## config.mk

```make
export PLATFORM = sky130hd
export DESIGN_NAME = cnn_argmax
export DESIGN_NICKNAME = d
export VERILOG_FILES = /design/src/rtl/cnn_argmax.sv
export SDC_FILE = /design/constraint.sdc
export NUM_CORES = 1
export LEC_CHECK = 0
export CELL_PAD_IN_SITES_DETAIL_PLACEMENT = 0
export CELL_PAD_IN_SITES_GLOBAL_PLACEMENT = 1
export CORE_MARGIN = 8
export CORE_UTILIZATION = 40
export DETAILED_ROUTE_END_ITERATION = 8
export PLACE_DENSITY_LB_ADDON = 0.1
export SLEW_MARGIN = 20
export SYNTH_ARGS = -nofsm -noshare
export SYNTH_HDL_FRONTEND = slang
export SYNTH_SLANG_ARGS = --single-unit
export TNS_END_PERCENT = 5
```

## constraint.sdc

```tcl
create_clock -name clk_i -period 5.9 [get_ports clk_i]
set_clock_uncertainty 0.2 [all_clocks]
set_input_delay 0.885 -clock clk_i [delete_from_list [all_inputs] [get_ports clk_i]]
set_output_delay 0.885 -clock clk_i [all_outputs]
set_load 0.05 [all_outputs]
```

## src/rtl/cnn_argmax.sv

```systemverilog
// Output-stage argmax for the CNN: takes one logit vector per handshake, scans it one class
// per cycle and presents the winning class index and score with a ready/valid handshake.
module cnn_argmax #(
    parameter  int NUM_CLASSES = 10,
    parameter  int DATA_W      = 8,
    parameter  int SIGNED_DATA = 1,
    parameter  int CNT_W       = 16,
    localparam int CLASS_W     = (NUM_CLASSES > 1) ? $clog2(NUM_CLASSES) : 1
) (
    input  logic                          clk_i,
    input  logic                          rst_i,
    input  logic                          in_valid_i,
    input  logic [NUM_CLASSES*DATA_W-1:0] in_data_i,
    output logic                          in_ready_o,
    output logic                          out_valid_o,
    output logic [CLASS_W-1:0]            out_class_o,
    output logic [DATA_W-1:0]             out_score_o,
    input  logic                          out_ready_i,
    output logic [CNT_W-1:0]              pred_count_o
);

    typedef enum logic [1:0] {
        IDLE = 2'd0,
        SCAN = 2'd1,
        DONE = 2'd2
    } state_t;

    localparam logic [CLASS_W-1:0] LAST_IDX = CLASS_W'(NUM_CLASSES - 1);

    state_t              state_reg, state_next;
    logic [DATA_W-1:0]   in_logit [NUM_CLASSES];
    logic [DATA_W-1:0]   vec_reg  [NUM_CLASSES];
    logic [DATA_W-1:0]   best_reg, best_next;
    logic [CLASS_W-1:0]  idx_reg, idx_next;
    logic [CLASS_W-1:0]  ptr_reg, ptr_next;
    logic [CLASS_W-1:0]  class_reg, class_next;
    logic [DATA_W-1:0]   score_reg, score_next;
    logic [CNT_W-1:0]    cnt_reg, cnt_next;
    logic                load_vec;
    logic                ready_int;
    logic                valid_int;
    logic [DATA_W-1:0]   cand;
    logic                cand_gt;

    // Logit k occupies bits [k*DATA_W +: DATA_W] of the flat input bus.
    generate
        for (genvar gi = 0; gi < NUM_CLASSES; gi++) begin : g_vec
            assign in_logit[gi] = in_data_i[gi*DATA_W +: DATA_W];

            always_ff @(posedge clk_i or posedge rst_i) begin
                if (rst_i) begin
                    vec_reg[gi] <= '0;
                end else if (load_vec) begin
                    vec_reg[gi] <= in_logit[gi];
                end
            end
        end
    endgenerate

    always_comb begin
        cand = vec_reg[ptr_reg];
        if (SIGNED_DATA != 0) begin
            cand_gt = $signed(cand) > $signed(best_reg);
        end else begin
            cand_gt = cand > best_reg;
        end
    end

    always_ff @(posedge clk_i or posedge rst_i) begin
        if (rst_i) begin
            state_reg <= IDLE;
            best_reg  <= '0;
            idx_reg   <= '0;
            ptr_reg   <= '0;
            class_reg <= '0;
            score_reg <= '0;
            cnt_reg   <= '0;
        end else begin
            state_reg <= state_next;
            best_reg  <= best_next;
            idx_reg   <= idx_next;
            ptr_reg   <= ptr_next;
            class_reg <= class_next;
            score_reg <= score_next;
            cnt_reg   <= cnt_next;
        end
    end

    always_comb begin
        state_next = state_reg;
        best_next  = best_reg;
        idx_next   = idx_reg;
        ptr_next   = ptr_reg;
        class_next = class_reg;
        score_next = score_reg;
        cnt_next   = cnt_reg;
        load_vec   = 1'b0;
        ready_int  = 1'b0;
        valid_int  = 1'b0;

        case (state_reg)
            IDLE: begin
                ready_int = 1'b1;
                if (in_valid_i) begin
                    load_vec  = 1'b1;
                    best_next = in_logit[0];
                    idx_next  = '0;
                    ptr_next  = CLASS_W'(1);
                    if (NUM_CLASSES > 1) begin
                        state_next = SCAN;
                    end else begin
                        class_next = '0;
                        score_next = in_logit[0];
                        state_next = DONE;
                    end
                end
            end
            SCAN: begin
                // Strict comparison keeps the lowest index on ties.
                if (cand_gt) begin
                    best_next = cand;
                    idx_next  = ptr_reg;
                end
                ptr_next = ptr_reg + CLASS_W'(1);
                if (ptr_reg == LAST_IDX) begin
                    class_next = cand_gt ? ptr_reg : idx_reg;
                    score_next = cand_gt ? cand : best_reg;
                    state_next = DONE;
                end
            end
            DONE: begin
                valid_int = 1'b1;
                if (out_ready_i) begin
                    cnt_next   = cnt_reg + CNT_W'(1);
                    state_next = IDLE;
                end
            end
            default: begin
                state_next = IDLE;
            end
        endcase
    end

    // Ready is held low for as long as reset is asserted, even though the state already reads IDLE.
    assign in_ready_o   = ready_int & ~rst_i;
    assign out_valid_o  = valid_int;
    assign out_class_o  = class_reg;
    assign out_score_o  = score_reg;
    assign pred_count_o = cnt_reg;

endmodule

```

Yosys cells after proc, flatten, opt, wreduce, memory -nomap -nowiden
Index checks and enable logic that the tools add are counted.
{"block": "totals", "regBits": 126, "latchBits": 0, "mem_bits_rw": 0, "romBits": 0, "in_bits": 84, "out_inout_bits": 30, "wordCells": 55, "mem_count": 0}
{"block": "classes", "add_sub_neg": 2, "multipliers": 0, "div": 0, "magnitude_cmp": 2, "n_eq_ne": 6, "shift": 0, "mux": 19, "bitwise_logic": 3, "reduce_logical": 6}
{"op": "$bmux 8 s4", "n": 1}
{"op": "$mux 8", "n": 4}
{"op": "$add 16x1->16 const B", "n": 1}
{"op": "$pmux 4 s2", "n": 2}
{"op": "$pmux 8 s2", "n": 1}
{"op": "$mux 4", "n": 3}
{"op": "$gt 8x8->1", "n": 1}
{"op": "$mux 2", "n": 3}
{"op": "$ne 2x2->1 const B", "n": 3}
{"op": "$pmux 2 s3", "n": 1}
{"op": "$reduce_and 2->1", "n": 3}
{"op": "$ge 5x5->1 const B", "n": 1}
{"op": "$not 4->5", "n": 1}
{"op": "$add 4x1->4 const B", "n": 1}
{"op": "$eq 4x4->1 const B", "n": 1}
{"op": "$mux 1", "n": 4}
{"op": "$reduce_and 3->1", "n": 1}
{"op": "$eq 2x1->1 const B", "n": 1}
{"op": "$eq 2x2->1 const B", "n": 1}
{"op": "$logic_not 2->1", "n": 1}
{"op": "$reduce_bool 2->1", "n": 1}
{"op": "$and 1x1->1", "n": 1}
{"op": "$not 1->1", "n": 1}

Longest topological paths before layout
{"block": "depth", "depth_word": 7, "mapped_depth": 13, "ltp_nobuf": 9}

Worst setup path after synthesis
No wires, ideal clock.
{"block": "synth_timing", "kind": "register to register", "start": "reg ptr_reg[1]", "end": "reg score_reg[1] (netlist: out_score_o[1])", "setup_time_ns": 0.133, "t_arrival_ns": 3.074, "required_ns": 5.567, "path_slack_ns": 2.493, "stages_incl_launch_ff": 13, "n_path_buf": 3, "synth_period_minus_slack_ns": 3.407, "path_cell_list": "dfrtp_1 -> buf_2 -> buf_2 -> mux2i_1 -> o22ai_1 -> o31a_1 -> ha_1 -> or2b_1 -> a211o_1 -> a41oi_4 -> buf_6 -> mux2i_1 -> a21oi_2"}
{"block": "synth_between", "elab_chain_len": 6, "elab_cells_between_ends": 8, "classes_between": "order compare: 1; eq/ne: 1; mux: 4; bitwise: 1; reduce/logical: 1"}
{"element": "from (decl)", "line_no": "35", "text": "logic [CLASS_W-1:0] ptr_reg, ptr_next;"}
{"element": "from (signal assigned)", "line_no": "82", "text": "ptr_reg <= ptr_next;"}
{"element": "$not 4->5 (implied by the code)", "line_no": "61", "text": "cand = vec_reg[ptr_reg];"}
{"element": "$bmux 8 s4", "line_no": "61"}
{"element": "$mux 8 (implied by the code) (2 in a row)", "line_no": "61"}
{"element": "$gt 8x8->1", "line_no": "63", "text": "cand_gt = $signed(cand) > $signed(best_reg);"}
{"element": "$mux 8"}
{"element": "to (signal assigned)", "line_no": "84", "text": "score_reg <= score_next;"}
{"element": "to (decl)", "line_no": "37", "text": "logic [DATA_W-1:0] score_reg, score_next;"}
Parallel ways exist; a longest one is shown, timed or not. The select of a mux whose other input is x is not followed.
A chain may end at the register's enable or synchronous reset.

Worst setup path in the final report
{"block": "layout_timing", "start": "reg ptr_reg[0]", "end": "reg best_reg[7]"}
{"block": "layout_between", "elab_chain_len": 7}
{"element": "$not 4->5 (implied by the code) *", "line_no": "61"}
{"element": "$bmux 8 s4 *", "line_no": "61"}
{"element": "$mux 8 (implied by the code) * (2 in a row)", "line_no": "61"}
{"element": "$gt 8x8->1", "line_no": "63"}
{"element": "$mux 8 *", "line_no": "120", "text": "if (cand_gt) begin"}
{"element": "$pmux 8 s2 *", "line_no": "101", "text": "case (state_reg)"}
{"element": "to (signal assigned)", "line_no": "80", "text": "best_reg <= best_next;"}
{"element": "to (decl)", "line_no": "33", "text": "logic [DATA_W-1:0] best_reg, best_next;"}
Mark *: on every way between the ends. The rest lies on a longest branch, timed or not. The select of a mux whose other input is x is not followed.

==> metrics.yaml <==
avgRoutedWirePerCell_um: 16.5
fillers: 1379
drive_above_1_share: 0.0636
p_seq_frac: 0.330
period_share: 0.736
fmax_ghz: 0.230
die_h_um: 138
crit_type: "reg2reg"
synth-main-ff-cell: "dfrtp_1"
grt-ovfl-total: 0
dieArea_mm2: 0.0190
clock_path_buffers: 2
powerDensity_mw_per_mm2: 605
antenna_found_initial: 0
core_mm2: 0.0145
ctsResizeCount: 0
path_max_fanout: 19
syn-instance-count: 628
grt_max_degree: 69
synthesis.nets: 723
synthesis.area_mm2: 0.00594
hold_class: "reg2reg"
fin_crit_ns: 4.34
drv_slew: 0
status: "completed"
worst_skew_pair.late_latency_ns: 0.41
grt_pass1_wl_um: 24300
io_pins: 114
maxCapViolCount: 0
ir_worst_vdd_v: 0.000397
hold_slack_ns: 0.269
place.gp.congestion: 0.802
die_w_um: 138
io_buffers: 113
grt_pass1_vias: 4524
slew_headroom: 0.408
stdcell_area_mm2: 0.00778
rsz0062_at_grt: "no"
drc: 0
cts_hold_buf: 0
synth-edff-count: 0
n_antenna_cell: 0
rrSetupSlack_ns: 1.56
p_leak_nw: 3.81
muxShareOfSynthArea: 0.0862
cts_tree: "built"
dp_slack_ns: 1.58
internal_power_mw: 2.83
tightest_slew_ns: 0.886
drt_iter0_drc: 352
setup-tns-final_ns: 0
nets: 823
syn_avg_cell_area_um2: 9.46
yosys.area_share.simple: 0.210
path_buf_inv: 0
clkSinkCount: 126
postCtsSetupRepairBufs: 0
p_sw_frac: 0.399
post_dp_cell_area_mm2: 0.00718
synth_compound_area_frac: 0.0876
setup_violations: 0
ys_types: 41
worstPathRequired_ns: 6.00
finalHoldViolCount: 0
routed_wl_um: 15200
synth_xor_area_frac: 0.0236
initial_core_util: 0.409
htreeDepth: 4
area_delta_synth_final_pct: 31.0
ys_seq_elements: 126
p_sw_mw: 1.88
vias: 4604
fin_ws_ns: 1.56
largest_reg_flops: 80
viasPerCell: 4.99
cp.arrival_ns: 4.44
post-route-util: 0.535
cts.root.buffer_cell: "clkbuf_16"
synth_top_family_by_area: "simple AND/OR/NAND/NOR gates"
clkPwrFrac: 0.225
ant_nets: 0
crit_path_top_delay_cell: "dfrtp_1"
combPwrFrac: 0.445
max_stage_delay_ns: 0.85
yosysSeqAreaShare: 0.531
clkTransAtPathRegs_ns: 0.05
grt_use_total: 0.167
cp_top_family: "compound AO/OA/AOI/OAI gates"
rows: 44
yosys.area_share.adder: 0.0232
crit_path_start_kind: "flop"
dpl.hpwl_um: 10900
ys_warn_count: 0
ys_async_sr_fraction: 1.00
setup.worst_path.end_class: "flop"
path_cells: "nand2b_1 -> o221ai_1 -> o31ai_1 -> ha_1 -> or2b_1 -> a211o_1 -> a41oi_4 -> a21oi_4 -> a221o_1"
cts_inserted_buffers: 17
dr.pass1.iters: 7
## cell families (layout without fill, tap and decap cells)
kind of cell / after synthesis / in the layout
and+or+nand+nor: 306 / 306
DFF: 126 / 126
AOI/OAI and AO/OA: 66 / 66
buffers and inverters: 52 / 163
muxes: 51 / 51
xor gates and xnor gates: 16 / 16
adders and majority gates: 11 / 11
## through the flow
step	std cells	total power, mW
global route	923	5.06
finish	923	4.71
CTS	923	4.75
floorplan	628	3.14
global placement	893	3.63
detailed placement	893	3.67
## power groups by stage
| stage | Combinational [mW] | Sequential [mW] | Clock, mW |
|---|---|---|---|
| 3_5_place_dp | 2.10 | 1.57 | 0 |
| 2_1_floorplan | 1.56 | 1.58 | 0 |
| 4_1_cts | 2.12 | 1.55 | 1.08 |
| 6_report | 2.09 | 1.55 | 1.06 |
| 5_1_grt | 2.33 | 1.61 | 1.12 |
| 3_3_place_gp | 2.06 | 1.56 | 0 |
## synthesized netlist by cell type (5+ instances only)
library cell	count	area [um^2]
a21o_1	9	67.6
a21oi_1	11	55.1
a221o_1	8	80.1
and3_1	8	50.1
buf_2	13	65.1
clkbuf_1	22	82.6
dfrtp_1	126	3150
ha_1	11	138
inv_1	15	56.3
mux2i_1	50	500
nand2_1	237	890
nand2b_1	5	31.3
nand3_1	5	25.0
nand4_1	7	43.8
nor2_1	30	113
o21ai_0	6	30.0
o221ai_1	8	70.1
o22ai_1	9	56.3
o31a_1	7	61.3
xnor2_1	10	87.6
xor2_1	6	52.6
## layout make-up
cell class / instances / area [um^2] / share of cell area
clock buffer: 23 / 488 / 0.0627
clock inverter: 7 / 110 / 0.0142
inverter: 15 / 58.8 / 0.00756
multi-input combinational: 450 / 2570 / 0.330
sequential: 126 / 3150 / 0.406
tap: 184 / 230 / 0.0296
timing repair buffer: 118 / 1170 / 0.150
## final timing paths
kind,from,endpoint,depth (start not counted)
min in group asynchronous,rst_i,pred_count_o[3]$_DFFE_PP0P_,2
max,ptr_reg[0]$_DFFE_PP0P_,best_reg[7]$_DFFE_PP0P_,9
max in group asynchronous,rst_i,vec_reg[77]$_DFFE_PP0P_,3
min reg2reg,pred_count_o[15]$_DFFE_PP0P_,pred_count_o[15]$_DFFE_PP0P_,1
max reg2reg,ptr_reg[0]$_DFFE_PP0P_,best_reg[7]$_DFFE_PP0P_,9
min,pred_count_o[15]$_DFFE_PP0P_,pred_count_o[15]$_DFFE_PP0P_,1
## layout by cell type (no fill, tap or decap), types with 9 or more instances in the layout
| cell type | synthesis | final |
|---|---|---|
| a21oi_1 | 11 | 11 |
| inv_1 | 15 | 14 |
| nand2_1 | 237 | 236 |
| xnor2_1 | 10 | 10 |
| clkbuf_16 | 0 | 17 |
| a21o_1 | 9 | 9 |
| dfrtp_1 | 126 | 125 |
| ha_1 | 11 | 11 |
| clkdlybuf4s50_1 | 0 | 113 |
| mux2i_1 | 50 | 50 |
| o22ai_1 | 9 | 9 |
| nor2_1 | 30 | 30 |
## metal layers
| layer | vias up | track usage | part of all wire |
|---|---|---|---|
| li1 | 2285 | - | - |
| met1 | 2185 | 0.235 | 0.49 |
| met2 | 121 | 0.241 | 0.44 |
| met3 | 13 | 0.0475 | 0.060 |
| met4 | 0 | 0.0537 | 0.010 |
| met5 | - | 0 | 0 |
No activity file was read; power rests on OpenSTA's default activity.
